File: config.mk
export PLATFORM = sky130hd
export DESIGN_NAME = vga_ctrl_640x480
export DESIGN_NICKNAME = d
export VERILOG_FILES = /design/src/rtl/vga_ctrl_640x480.sv
export SDC_FILE = /design/constraint.sdc
export NUM_CORES = 1
export LEC_CHECK = 0
export ABC_AREA = 1
export BUFFER_PORTS_ARGS = -buffer_cell sky130_fd_sc_hd__buf_2
export CAP_MARGIN = 20
export CORE_MARGIN = 2
export CORE_UTILIZATION = 56
export CTS_BUF_LIST = sky130_fd_sc_hd__clkbuf_8
export CTS_CLUSTER_DIAMETER = 80
export DETAILED_ROUTE_END_ITERATION = 12
export PLACE_DENSITY = 0.89
export SETUP_SLACK_MARGIN = 0.4
export SLEW_MARGIN = 10
export SYNTH_ARGS = -nofsm -noshare
export SYNTH_HDL_FRONTEND = slang
export SYNTH_SLANG_ARGS = --single-unit
File: constraint.sdc
create_clock -name pclk -period 3.9 [get_ports pclk]
set_input_delay 0.39 -clock pclk [delete_from_list [all_inputs] [get_ports pclk]]
set_output_delay 0.39 -clock pclk [all_outputs]
set_load 0.005 [all_outputs]
File: src/rtl/vga_ctrl_640x480.sv
// VGA 640x480@60 timing generator: free-running pixel/line counters decoded into
// syncs, blank-not and active coordinates, with colour gated to the active window.
module vga_ctrl_640x480 #(
   parameter int unsigned H_SYNC    = 96,
   parameter int unsigned H_ACT_ST  = 144,
   parameter int unsigned H_ACT_END = 784,
   parameter int unsigned H_TOTAL   = 800,
   parameter int unsigned V_SYNC    = 2,
   parameter int unsigned V_ACT_ST  = 35,
   parameter int unsigned V_ACT_END = 515,
   parameter int unsigned V_TOTAL   = 525
) (
   input  logic        pclk,
   input  logic        reset,
   input  logic [23:0] vga_data,
   output logic [9:0]  h_addr,
   output logic [9:0]  v_addr,
   output logic        hsync,
   output logic        vsync,
   output logic        valid,
   output logic [7:0]  vga_r,
   output logic [7:0]  vga_g,
   output logic [7:0]  vga_b
);

   localparam logic [9:0] H_SYNC_C    = 10'(H_SYNC);
   localparam logic [9:0] H_ACT_ST_C  = 10'(H_ACT_ST);
   localparam logic [9:0] H_ACT_END_C = 10'(H_ACT_END);
   localparam logic [9:0] H_LAST_C    = 10'(H_TOTAL - 1);
   localparam logic [9:0] V_SYNC_C    = 10'(V_SYNC);
   localparam logic [9:0] V_ACT_ST_C  = 10'(V_ACT_ST);
   localparam logic [9:0] V_ACT_END_C = 10'(V_ACT_END);
   localparam logic [9:0] V_LAST_C    = 10'(V_TOTAL - 1);

   logic [9:0] x_cnt_q, x_cnt_d;
   logic [9:0] y_cnt_q, y_cnt_d;
   logic       h_valid, v_valid, act;

   always_comb begin
      x_cnt_d = x_cnt_q + 10'd1;
      y_cnt_d = y_cnt_q;
      if (x_cnt_q == H_LAST_C) begin
         x_cnt_d = '0;
         y_cnt_d = (y_cnt_q == V_LAST_C) ? '0 : y_cnt_q + 10'd1;
      end
   end

   // Reset wins over counting so a mid-frame reset restarts the frame cleanly.
   always_ff @(posedge pclk) begin
      if (!reset) begin
         x_cnt_q <= '0;
         y_cnt_q <= '0;
      end else begin
         x_cnt_q <= x_cnt_d;
         y_cnt_q <= y_cnt_d;
      end
   end

   always_comb begin
      hsync   = (x_cnt_q >= H_SYNC_C);
      vsync   = (y_cnt_q >= V_SYNC_C);
      h_valid = (x_cnt_q >= H_ACT_ST_C) && (x_cnt_q < H_ACT_END_C);
      v_valid = (y_cnt_q >= V_ACT_ST_C) && (y_cnt_q < V_ACT_END_C);
      act     = h_valid && v_valid;
      valid   = act;
      h_addr  = h_valid ? (x_cnt_q - H_ACT_ST_C) : '0;
      v_addr  = v_valid ? (y_cnt_q - V_ACT_ST_C) : '0;
      // Upstream returns vga_data combinationally from h_addr/v_addr in this same cycle.
      {vga_r, vga_g, vga_b} = act ? vga_data : 24'h0;
   end

endmodule

## Word-level counts from Yosys, hierarchy flattened

Index checks and enable logic that the tools add are counted.

- Register bits: 20
- Output and inout port bits: 47
- Logic and storage cells: 23
- Input bits: 26

- Bitwise logic cells: 1
- Reductions and logical operators: 4
- Mux-type cells: 4
- Add/subtract/negate cells: 4
- $lt $le $gt $ge: 6
- Eq/ne operators: 2

Operator list:

| kind | count |
|---|---|
| $mux W10 | 3 |
| $mux W24 | 1 |
| $add A10 B1 Y10 const B | 2 |
| $eq A10 B10 Y1 const B | 2 |
| $lt A10 B10 Y1 const B | 2 |
| $ge A10 B2 Y1 const B | 1 |
| $ge A10 B6 Y1 const B | 1 |
| $ge A10 B7 Y1 const B | 1 |
| $ge A10 B8 Y1 const B | 1 |
| $sub A10 B6 Y10 const B | 1 |
| $sub A10 B8 Y10 const B | 1 |
| $logic_and A1 B1 Y1 | 3 |
| $reduce_or A2 Y1 | 1 |
| $not A1 Y1 | 1 |

## Logic depth before layout (Yosys ltp)

- Depth in word-level cells: 4
- Mapped depth: 9
- Gate-level depth less buffers: 9

## Worst setup path before layout

No wires, ideal clock.

- Path type: reg2out
- From: register x_cnt_q[4]
- To: output vga_b[1]
- Data arrival time: 1.352 ns
- Setup slack: 2.158 ns
- Buffers on the path: 1
- Required time: 3.510 ns
- Stages on the path, launching flop included: 9
- Cell sequence: dfxtp_1 > inv_1 > ha_1 > nand2_1 > nand2_1 > nand2_1 > o21ai_4 > buf_6 > nor3_2

- Word-level cells in the longest chain between the ends: 4
- Elaborated cells on any way between the ends: 5
- Those cells by class: 2 x order compare; 1 x mux; 2 x reduce/logical

RTL lines:

| what | RTL line | RTL |
|---|---|---|
| start, declared | 35 | `logic [9:0] x_cnt_q, x_cnt_d;` |
| start signal, assigned | 54 | `x_cnt_q <= x_cnt_d;` |
| $ge A10 B8 Y1 or $lt A10 B10 Y1 (tied branches) | 62 | `h_valid = (x_cnt_q >= H_ACT_ST_C) && (x_cnt_q < H_ACT_END_C);` |
| $logic_and A1 B1 Y1 * | 62 |  |
| $logic_and A1 B1 Y1 * | 64 | `act = h_valid && v_valid;` |
| $mux W24 * | 69 | `{vga_r, vga_g, vga_b} = act ? vga_data : 24'h0;` |
| end, declared | 23 | `output logic [7:0] vga_b` |

Mark *: on every way between the ends. The rest lies on a longest branch, timed or not.

## Worst setup path in the final report

- From: register y_cnt_q[0]
- To: output v_addr[0]

- Word-level cells in the longest chain between the ends: 3
- Elaborated cells on any way between the ends: 5
- Those cells by class: 1 x add/sub; 2 x order compare; 1 x mux; 1 x reduce/logical

RTL lines:

| what | RTL line | RTL |
|---|---|---|
| start, declared | 36 | `logic [9:0] y_cnt_q, y_cnt_d;` |
| start signal, assigned | 55 | `y_cnt_q <= y_cnt_d;` |
| $ge A10 B6 Y1 or $lt A10 B10 Y1 (tied branches) | 63 | `v_valid = (y_cnt_q >= V_ACT_ST_C) && (y_cnt_q < V_ACT_END_C);` |
| $logic_and A1 B1 Y1 | 63 |  |
| $mux W10 * | 67 | `v_addr = v_valid ? (y_cnt_q - V_ACT_ST_C) : '0;` |
| end, declared | 17 | `output logic [9:0] v_addr,` |

Marked as above.

==> impl_metrics.json <==
{
  "rsz0062_at_grt": "false",
  "slew_violations": 0,
  "synth_compound_area_share_pct": 6.821,
  "skew_ns": 0.002714,
  "syn-num-nets": 349,
  "hold_buffers": 0,
  "reg2reg_to": "y_cnt_q[9]",
  "ys_seq_elements": 20,
  "seq_area_frac_synth_pct": 20.03,
  "nets": 415,
  "crit_required_ns": 3.51,
  "yosysWarnings": 0,
  "initial_core_util_pct": 58.99,
  "drt_pre_antenna_iters": 4,
  "drc": 0,
  "r2r_setup_slack_ns": 2.15,
  "slew_headroom_pct": 66.12,
  "grt_pass1_wl_um": 7748,
  "cts_root_buf": "clkbuf_8",
  "timing.setup.tns_ns": 0,
  "wl_um": 4484,
  "clk_path_buf_depth": 2,
  "status": "completed",
  "die_area_mm2": 0.004064,
  "drt-initial-drc-count": 62,
  "rows": 21,
  "drive_above_1_share_pct": 31.22,
  "hold_class": "in -> reg",
  "clock_latency_ns": 0.26,
  "worst_hold_path.endpoint": "y_cnt_q[0]",
  "htreeDepth": 1,
  "coreArea_mm2": 0.003390,
  "synth_fa_ha_area_share_pct": 5.632,
  "ys_types": 30,
  "end_kind": "output port",
  "maxCapViolations": 0,
  "worst_slew_pin_slew_ns": 0.5043,
  "r2r_cells": 8,
  "grt_max_degree": 36,
  "crit_fanout": 35,
  "die_h_um": 63.75,
  "cts_setup_buffers": 0,
  "muxShareOfSynthArea_pct": 0,
  "cts_tree": "done",
  "setup_ws_ns": 1.377,
  "antenna-diode-count": 0,
  "ioPinCount": 73,
  "cts_sinks": 20,
  "grt_pass1_vias": 1832,
  "routabilityCongestion": 0.9262,
  "clk_pin_slew_ns": 0.07,
  "ant_nets": 0,
  "hold_start": "reset",
  "hold_violations": 0,
  "cts-buffers-inserted": 3,
  "pre_cts_slack_ns": 1.244,
  "fin_crit_sh_pct": 64.68,
  "min_path_cells": 3,
  "worst-setup-path-type": "reg -> out",
  "setup_viol": 0,
  "grt_usage_pct": 23.06,
  "r2r_start": "x_cnt_q[0]",
  "vias_per_cell": 4.965,
  "gr-total-overflow": 0,
  "arrival_ns": 2.13,
  "worst_ir_drop_vdd_uv": 144.2,
  "ctsResizeCount": 0,
  "hpwl_um": 3546,
  "netlist_area_mm2": 0.001999,
  "wl_per_cell_um": 10.58,
  "fin_crit_ns": 2.523,
  "synth_top_family_by_area": "simple AND/OR/NAND/NOR gates",
  "antenna_found_initial": 0,
  "synth-xor-area-share_pct": 3.942,
  "post-route-util_pct": 69.99,
  "power_mw": 0.3792,
  "avgSynthCellArea_um2": 6.368,
  "post_synth_and_or_nand_nor_area_fraction_pct": 45.62,
  "start_kind": "flop",
  "port_buffers": 72,
  "syn_to_final_growth_pct": 18.65,
  "syn_inst": 314,
  "die_x_um": 63.75,
  "p_per_area_mw_per_mm2": 159.8,
  "power_leakage_nw": 1.366,
  "holdWs_ns": 0.4416,
  "vias": 2105,
  "fmax_mhz": 396.4
}
-- Yosys cell counts --
cell       number  area [um2]
a21oi_1        11       55.05
a21oi_2         1       8.760
and2_4          1       8.760
buf_2           4       20.02
buf_4           1       7.510
buf_6           7       78.83
clkinv_2        1       5.000
dfxtp_1        20       400.4
ha_1            9       112.6
inv_1          64       240.2
inv_2           2       7.510
nand2_1        61       229.0
nand2_2         4       25.02
nand3_1        21       105.1
nand3_2         1       10.01
nand3_4         1       17.52
nand4_1         7       43.79
nor2_1         44       165.2
nor2_2          3       18.77
nor2_4          1       11.26
nor3_1          6       30.03
nor3_2         24       240.2
nor3b_1         1       7.510
o2111ai_1       1       8.760
o21ai_0         5       25.02
o21ai_1         1       5.000
o21ai_2         2       17.52
o21ai_4         1       16.27
xnor2_1         1       8.760
xor2_1          8       70.07
-- critical path, cell delays in order, from the launching register on --
cell     delay [ns]
dfxtp_1        0.41
ha_1           0.24
inv_1          0.10
nand3_2        0.09
nand2_1        0.11
nand2_2        0.11
nand3_4        0.37
nor2_1         0.29
buf_2          0.15
-- how the worst max path moves through the flow --
stage	start	cells past startpoint	endpoint
after CTS	x_cnt_q[4]	10	h_addr[7]
after global routing	y_cnt_q[0]	8	v_addr[5]
final	y_cnt_q[0]	8	v_addr[0]
after detailed placement	x_cnt_q[4]	10	h_addr[7]
after floorplan	x_cnt_q[4]	8	vga_b[1]
after global placement	x_cnt_q[4]	10	h_addr[7]
-- cell families (layout without fill, tap and decap cells) --
| logic type | Yosys count | after routing |
|---|---|---|
| AOI/OAI and AO/OA | 22 | 22 |
| xor gates and xnor gates | 9 | 9 |
| adders and majority gates | 9 | 9 |
| buffers and inverters | 79 | 143 |
| DFF | 20 | 20 |
| and+or+nand+nor | 175 | 175 |
-- routing by layer --
metal  track usage, %  part of all wire (%)
met5                0                     0
met4            7.609                   1.2
met3            2.113                   6.5
met2            42.24                    48
met1            28.18                    45
-- cells in the final DEF, fill, tap and decap left out, types with 2 or more instances in the layout --
cell	n
o21ai_2	2
ha_1	9
xor2_1	8
o21ai_0	5
nand4_1	7
nor2_1	44
inv_2	2
inv_1	64
nor3_2	24
nand3_1	21
a21oi_1	11
nor2_2	3
nand2_2	4
buf_2	72
nor3_1	6
nand2_1	61
clkbuf_8	3
dfxtp_1	20
-- registers in the layout, indices dropped and copies added (netlist names) --
register,flops
x_cnt_q,10
y_cnt_q,10
-- power by group --
| group | internal, mW | total (mW) | switching, mW |
|---|---|---|---|
| Clock | 0.0689 | 0.137 | 0.0677 |
| Sequential | 0.207 | 0.209 | 0.00265 |
| Combinational | 0.0151 | 0.0331 | 0.0181 |
| Total | 0.291 | 0.379 | 0.0884 |
-- through the flow --
stage,instances,cell area [um2]
floorplan,314,1999
global placement,420,2311
detailed placement,420,2311
CTS,423,2352
global route,424,2372
finish,424,2372
-- area by class of cell --
type / instances / area, um2
multi-input combinational: 215 / 1240
fill: 294 / 1017
sequential: 20 / 400.4
timing repair buffer: 73 / 380.4
inverter: 67 / 252.7
tap: 46 / 57.56
clock buffer: 3 / 41.29
Note: power is estimated with default switching activity, not from simulation.
